<file path="src/rtl/ifetch_unit.sv">
`default_nettype none
// ============================================================================
//  Module      : ifetch_unit
//  Description : Instruction-fetch front end. Walks a word-aligned PC, queues
//                {pc, instr} pairs in a small FIFO for decode, and flushes on
//                branch redirects. Optional halt-on-"B ." via IFETCH_HALT_EN.
//  Revision    : 1.0 - initial release
// ============================================================================
module ifetch_unit #(
    parameter logic [31:0] RESET_PC = 32'h0000_0000,
    parameter int          DEPTH    = 2
) (
    input  logic        clk,
    input  logic        reset_n,
    output logic [31:0] imem_a,
    input  logic [31:0] imem_rd,
    output logic [31:0] instr,
    output logic [31:0] instr_pc,
    output logic        instr_valid,
    input  logic        instr_ready,
`ifdef IFETCH_HALT_EN
    output logic        halted,
`endif
    input  logic        br_taken,
    input  logic [31:0] br_target
);

    localparam int               PTR_W       = (DEPTH > 1) ? $clog2(DEPTH) : 1;
    localparam int               CNT_W       = $clog2(DEPTH + 1);
    localparam logic [PTR_W-1:0] c_LAST_PTR  = PTR_W'(DEPTH - 1);
    localparam logic [CNT_W-1:0] c_DEPTH_CNT = CNT_W'(DEPTH);
    localparam logic [0:0]       c_ST_FETCH  = 1'b0;

    logic [31:0]      r_pc;
    logic [31:0]      r_mem_pc    [DEPTH];
    logic [31:0]      r_mem_instr [DEPTH];
    logic [PTR_W-1:0] r_wr_ptr;
    logic [PTR_W-1:0] r_rd_ptr;
    logic [CNT_W-1:0] r_count;
    logic             w_pop;
    logic             w_push;
    logic [0:0]       w_state;

    function automatic logic [PTR_W-1:0] f_ptr_inc(input logic [PTR_W-1:0] p);
        return (p == c_LAST_PTR) ? '0 : p + PTR_W'(1);
    endfunction

`ifdef IFETCH_HALT_EN
    localparam logic [0:0]  c_ST_HALTED = 1'b1;
    localparam logic [31:0] c_HALT_WORD = 32'hEAFF_FFFE;

    logic [0:0] r_state;
    logic [0:0] w_state_nxt;

    always_ff @(posedge clk) begin
        if (!reset_n) r_state <= c_ST_FETCH;
        else          r_state <= w_state_nxt;
    end

    // The halting word itself is still enqueued; only later pushes stop.
    always_comb begin
        w_state_nxt = r_state;
        if (br_taken)
            w_state_nxt = c_ST_FETCH;
        else if (w_push && (imem_rd == c_HALT_WORD))
            w_state_nxt = c_ST_HALTED;
    end

    assign w_state = r_state;
    assign halted  = (r_state == c_ST_HALTED);
`else
    assign w_state = c_ST_FETCH;
`endif

    assign imem_a      = r_pc;
    assign instr_valid = (r_count != '0);
    assign instr       = instr_valid ? r_mem_instr[r_rd_ptr] : 32'h0;
    assign instr_pc    = instr_valid ? r_mem_pc[r_rd_ptr]    : 32'h0;
    assign w_pop       = instr_valid & instr_ready;
    // A full FIFO still accepts a push when the head leaves in the same cycle.
    assign w_push      = (w_state == c_ST_FETCH) & ~br_taken
                       & ((r_count < c_DEPTH_CNT) | w_pop);

    always_ff @(posedge clk) begin
        if (!reset_n) begin
            r_pc     <= RESET_PC & ~32'h3;
            r_count  <= '0;
            r_wr_ptr <= '0;
            r_rd_ptr <= '0;
        end else if (br_taken) begin
            r_pc     <= br_target & ~32'h3;
            r_count  <= '0;
            r_wr_ptr <= '0;
            r_rd_ptr <= '0;
        end else begin
            if (w_push) begin
                r_pc     <= r_pc + 32'd4;
                r_wr_ptr <= f_ptr_inc(r_wr_ptr);
            end
            if (w_pop)
                r_rd_ptr <= f_ptr_inc(r_rd_ptr);
            if (w_push && !w_pop)
                r_count <= r_count + CNT_W'(1);
            else if (w_pop && !w_push)
                r_count <= r_count - CNT_W'(1);
        end
    end

    always_ff @(posedge clk) begin
        if (reset_n && w_push) begin
            r_mem_pc[r_wr_ptr]    <= r_pc;
            r_mem_instr[r_wr_ptr] <= imem_rd;
        end
    end

endmodule
`default_nettype wire

</file>
<file path="config.mk">
export PLATFORM = sky130hd
export DESIGN_NAME = ifetch_unit
export DESIGN_NICKNAME = d
export VERILOG_FILES = /design/src/rtl/ifetch_unit.sv
export SDC_FILE = /design/constraint.sdc
export NUM_CORES = 1
export LEC_CHECK = 0
export CAP_MARGIN = 20
export CORE_MARGIN = 3
export CORE_UTILIZATION = 36
export CTS_CLUSTER_DIAMETER = 60
export DETAILED_ROUTE_END_ITERATION = 8
export RECOVER_POWER = 50
export REMOVE_ABC_BUFFERS = 1
export SYNTH_ARGS = -nofsm -noshare
export SYNTH_HDL_FRONTEND = slang
export SYNTH_SLANG_ARGS = --single-unit
</file>
<file path="constraint.sdc">
create_clock -name clk -period 9.25 [get_ports clk]
set_clock_uncertainty 0.1 [all_clocks]
set_input_delay 1.3875 -clock clk [delete_from_list [all_inputs] [get_ports clk]]
set_output_delay 1.3875 -clock clk [all_outputs]
set_load 0.05 [all_outputs]
</file>
# --- After elaboration in Yosys (flattened, before gate mapping) ---
# Memory sizes are Yosys's and may differ from the RTL's. A register that Yosys moved wholly into a read port is not among the register bits.
# Index checks and enable logic that the tools add are counted.
classes:
  bitwise: 5
  addsub: 5
  n_reduce_logical: 9
  n_mux: 14
  magnitude_cmp: 1
op_table:
  columns: ["operator", "n"]
  rows:
  - ["two-way mux 32 bit", 4]
  - ["adder 32 x 3 -> 32 bit (second input constant)", 1]
  - ["two-way mux 1 bit", 8]
  - ["nonzero test 2 bit", 3]
  - ["two-way mux 2 bit", 2]
  - ["logical AND 1 bit", 3]
  - ["adder 1 bit (second input constant)", 2]
  - ["adder 2 x 1 -> 2 bit (second input constant)", 1]
  - ["bitwise AND 1 bit", 2]
  - ["logical NOT 1 bit", 2]
  - ["less-than comparator 2 bit (second input constant)", 1]
  - ["inverter 1 bit", 2]
  - ["OR reduction 2 bit", 1]
  - ["subtractor 2 x 1 -> 2 bit (second input constant)", 1]
  - ["OR 1 bit", 1]
totals:
  mem_count: 2
  regBits: 36
  ram_bits: 128
  wordCells: 41
memory_table:
  columns: ["memory", "depth", "width", "rd", "rd_ports_with_merged_regs", "wr", "line", "source"]
  rows:
  - ["r_mem_instr", 2, 32, 1, 1, 1, "36", "logic [31:0] r_mem_instr [DEPTH];"]
  - ["r_mem_pc", 2, 32, 1, 1, 1, "35", "logic [31:0] r_mem_pc [DEPTH];"]

# --- Logic depth before layout (Yosys ltp) ---
logic_depth:
  depth_word: 8
  mapped_depth: 7

# --- Least setup slack after synthesis ---
# Ideal clock, no wire load.
synth_path:
  path_kind: "input -> register"
  from: "input port reset_n"
  to: "memory r_mem_instr[1][0] (enable)"
  path_buffers: 1
  setup_time_ns: 0.571
  path_slack_ns: 2.239
  t_arrival_ns: 6.340
  stages: 3
  required_time_ns: 8.579
  path_cell_list: "buf_1 nand2_1 nor3b_1"
synth_via:
  elab_chain_cells: 3
synth_rtl:
  columns: ["item", "line", "source"]
  rows:
  - ["start: declaration", "14", "input logic reset_n,"]
  - ["logical AND 1 bit", "110", "if (reset_n && w_push) begin"]
  - ["two-way mux 1 bit", "110", null]
  - ["two-way mux 1 bit (implied by the code)", "112", "r_mem_instr[r_wr_ptr] <= imem_rd;"]
  - ["end: declaration", "36", null]
# Every way passes these cells.

# --- Worst setup path after layout ---
layout_path:
  from: "input port br_taken"
  to: "memory r_mem_pc[1][18] (enable)"
layout_via:
  elab_chain_cells: 5
layout_rtl:
  columns: ["item", "line", "source"]
  rows:
  - ["start: declaration", "24", "input logic br_taken,"]
  - ["inverter 1 bit", "81", "assign w_push = (w_state == c_ST_FETCH) & ~br_taken"]
  - ["bitwise AND 1 bit", "82", "& ((r_count < c_DEPTH_CNT) | w_pop);"]
  - ["logical AND 1 bit", "110", null]
  - ["two-way mux 1 bit", "110", null]
  - ["two-way mux 1 bit (implied by the code)", "111", "r_mem_pc[r_wr_ptr] <= r_pc;"]
  - ["end: declaration", "35", null]
# Every way passes these cells.

==> results_tabular.tex <==
\begin{tabular}{lr}
\hline
Metric & Value \\
\hline
\multicolumn{2}{l}{\textbf{Final layout}} \\
\quad Final layout net count & 727 \\
\quad Share of layout cells above drive strength 1 & 0.0582 \\
\quad Layout overhead on the synthesized area & 35.6\% \\
\quad Number of antenna diodes & 0 \\
\quad Post-route design area & around 8900 um2 \\
\quad Final cell count without fillers & 895 \\
\multicolumn{2}{l}{\textbf{Timing}} \\
\quad Setup violation total in the final timing report & 0 \\
\quad Number of failing hold endpoints at the final stage & 0 \\
\quad Fmax & 226 MHz \\
\quad Actual transition at the worst max-transition pin & approximately 1.7 ns \\
\quad Crit path time final & about 4.4 ns \\
\quad Max-slew violations & about 100 \\
\quad Post-route fraction of the period consumed by the critical path & 0.478 \\
\quad Setup TNS after final layout & 0 ns \\
\quad Setup repair after global routing missed its margin & no \\
\quad Minimum hold slack & about 0.42 ns \\
\quad Max-slew headroom at the worst pin & -0.125 \\
\multicolumn{2}{l}{\textbf{Synth}} \\
\quad Number of distinct library cells after synthesis & 39 \\
\quad Sequential element share of the synthesized area & 0.671 \\
\quad Number of synthesized flops with an enable pin & roughly 120 \\
\quad Cells after Synth & 500 \\
\quad Per-instance average area after synthesis & 13.2 um2 \\
\quad Cell area after synthesis & 6590 um2 \\
\quad Ranking of synthesized cells by area & edfxtp\_1 (56\%), dfxtp\_1 (11\%), mux2i\_1 (9.4\%) \\
\quad Area share of the largest cell type after synthesis & 0.565 \\
\quad Leading register cell type out of synthesis & edfxtp\_1 \\
\quad Number of warnings issued by yosys & 0 \\
\quad Most area-hungry cell type in the Yosys netlist & edfxtp\_1 \\
\quad Async SR Flop Fraction & 0 \\
\quad Flip-flop and latch count after synthesis & around 160 \\
\multicolumn{2}{l}{\textbf{Route}} \\
\quad Antenna-violating nets left & 0 \\
\quad Drt initial violations & around 230 \\
\quad DRT Wirelength & 15600 um \\
\quad Per-cell via count in the routed design & between 5 and 6 \\
\quad Post-detailed-route DRC marker count & 0 \\
\quad Via Count & between 4000 and 5000 \\
\quad First drt pass iteration count & 4 \\
\quad Routed length per placed instance & 17.4 um \\
\multicolumn{2}{l}{\textbf{Place}} \\
\quad Detailed placement HPWL & 10200 um \\
\quad Number of port buffers & about 160 \\
\quad GPL Wtd Cong & 0.763 \\
\quad Number of placed instances, taps included & about 860 \\
\quad Placed Instance Area & between 8000 and 9000 um2 \\
\multicolumn{2}{l}{\textbf{CTS}} \\
\quad CTS sink count & about 160 \\
\quad Clock Latency Late Sink & 0.41 ns \\
\quad Clock-pin transition on the worst setup and hold timing paths & approximately 0.06 ns \\
\quad Clock buffer count from CTS & 17 \\
\quad Clock Tree Root & clkbuf\_16 \\
\quad Clock tree from TritonCTS & yes \\
\quad Number of gates resized after CTS & 0 \\
\quad Number of levels in the clock H-tree & 4 \\
\quad Cts hold-fix bufs & 0 \\
\quad Number of buffers on the longest clock path & 2 \\
\quad Number of buffers inserted by post-CTS setup repair & 0 \\
\multicolumn{2}{l}{\textbf{Worst setup path}} \\
\quad Critical path peak fanout & 28 \\
\quad Critical Path Start Type & primary input \\
\quad Crit path required time & just over 9 ns \\
\quad Worst Setup Path Type & in2reg \\
\quad Data arrival at the endpoint of the critical path & $\sim$4.3 ns \\
\quad Path depth of the worst reg2reg path & 3 \\
\quad Worst setup EP type & flip-flop \\
\multicolumn{2}{l}{\textbf{Floorplan}} \\
\quad Die X & 141 um \\
\quad Starting density of the core & 0.375 \\
\quad Total core area & 17600 um2 \\
\quad I/O pin count & $\sim$170 \\
\quad Count of standard-cell rows & 48 \\
\quad DIE AREA & $\sim$20000 um2 \\
\quad Floorplan die height & approximately 140 um \\
\multicolumn{2}{l}{\textbf{Global routing}} \\
\quad Leftover overflow at the end of global routing & 0 \\
\quad Initial antenna violation count & 0 \\
\quad Via count of the first global-routing pass & roughly 4600 \\
\quad Wire length of the first global-routing pass & 25000 um \\
\quad Global-route total usage across every layer & 0.161 \\
\quad Maximum number of pins on one net before global-route repair & between 60 and 70 \\
\multicolumn{2}{l}{\textbf{Run status}} \\
\quad Outcome & finished, violations left \\
\quad Violated checks & max-capacitance violations, max-slew violations \\
\multicolumn{2}{l}{\textbf{Pwr}} \\
\quad IR drop worst, VDD & 0.128 mV \\
\quad Static leakage power & between 2 and 3 nW \\
\quad Cell Pwr Density & approximately 200 nW/um2 \\
\multicolumn{2}{l}{\textbf{Hold path}} \\
\quad Hold/Removal Path Class & reg2reg \\
\quad Worst Hold Path Cells & 2 \\
\multicolumn{2}{l}{\textbf{Flow run}} \\
\quad Number of maximum-capacitance violations & 3 \\
\hline
\end{tabular}
## cells in the mapped netlist (4+ instances only)
| cell type | number |
|---|---|
| nand2_1 | 14 |
| clkbuf_1 | 19 |
| nor4_1 | 4 |
| and2_1 | 5 |
| a31oi_1 | 16 |
| xor2_1 | 4 |
| edfxtp_1 | 124 |
| o31ai_1 | 9 |
| nand3_1 | 10 |
| nand2b_1 | 8 |
| mux2i_1 | 62 |
| nor2_1 | 71 |
| o31a_1 | 4 |
| or4_1 | 9 |
| dfxtp_1 | 35 |
| o21ai_0 | 32 |
| xnor2_1 | 7 |
| buf_4 | 4 |
| nor3_1 | 4 |
| o211a_1 | 6 |
| or3_1 | 8 |
| nand4_1 | 10 |
| buf_2 | 6 |
| inv_1 | 4 |
## area by class of cell
type / count / area (um2)
fill: 1556 / 8660
sequential: 159 / 4430
multi-input combinational: 308 / 2020
timing repair buffer: 167 / 1630
clock buffer: 17 / 425
tap: 225 / 282
clock inverter: 15 / 134
inverter: 4 / 15.0
## critical path: stages
cell           delay (ns)
dlygate4sd3_1        0.53
clkbuf_1             0.45
inv_1                0.19
nand2_1              0.17
nor3b_1              0.32
clkbuf_1             1.25
## final timing paths
| check | startpoint | end | slack (ns) |
|---|---|---|---|
| max | br_taken | r_mem_pc[1][18]$_DFFE_PP_ | 4.83 |
| min | r_rd_ptr$_SDFFE_PP0P_ | flip-flop | 0.42 |
| max reg2reg | r_count[1]$_SDFFE_PP0P_ | r_mem_pc[1][18]$_DFFE_PP_ | 6.61 |
| min reg2reg | r_rd_ptr$_SDFFE_PP0P_ | flip-flop | 0.42 |
## registers in the layout, indices dropped and copies added (netlist names), named ones only
register / count
r_mem_pc: 60
r_wr_ptr: 1
r_mem_instr: 64
imem_a: 30
r_count: 2
r_rd_ptr: 1
## layer usage
| layer | global-route usage | share of wire | up-vias |
|---|---|---|---|
| li1 | - | - | 2193 |
| met4 | 0.0469 | 0.014 | 0 |
| met1 | 0.215 | 0.44 | 2165 |
| met5 | 0 | 0 | - |
| met3 | 0.0452 | 0.076 | 21 |
| met2 | 0.257 | 0.47 | 153 |
## report_power, final
part	leakage [nW]	switching [mW]	internal (mW)
Clock	0.262	0.285	0.373
Sequential	1.44	0.0234	0.804
Combinational	1.23	0.186	0.0990
Total	2.94	0.494	1.28
## cells in the final DEF, fill, tap and decap left out, types with 5 or more instances in the layout
master / n
clkbuf_16: 17
o21ai_0: 32
buf_4: 5
a31oi_1: 16
clkdlybuf4s50_1: 113
or4_1: 9
mux2i_1: 62
nand2b_1: 8
nand3_1: 10
dlygate4sd3_1: 45
dfxtp_1: 34
nor2_1: 70
nand4_1: 10
edfxtp_1: 124
or3_1: 8
inv_6: 5
o31ai_1: 9
o211a_1: 6
nand2_1: 14
xnor2_1: 7
## stage by stage
stage               total power, mW  setup WS (ns)  utilization
global route                   1.84           4.47        0.508
floorplan                      1.02           1.79            -
CTS                            1.79           4.77        0.509
detailed placement             1.14           5.23        0.478
global placement               1.13           5.23        0.478
finish                         1.77           4.83        0.508
## cells by family (layout without fill, tap and decap cells)
kind of cell,Yosys count,in the layout,share of synthesized area
other cells,1,4,0.000569
buf+inv,36,203,0.0251
fa+ha+maj,2,2,0.00380
mux,62,62,0.0941
simple gates,155,155,0.119
compound gates,74,74,0.0719
flops,159,159,0.671
xor+xnor,11,11,0.0146
No activity file was read; power rests on OpenSTA's default activity.
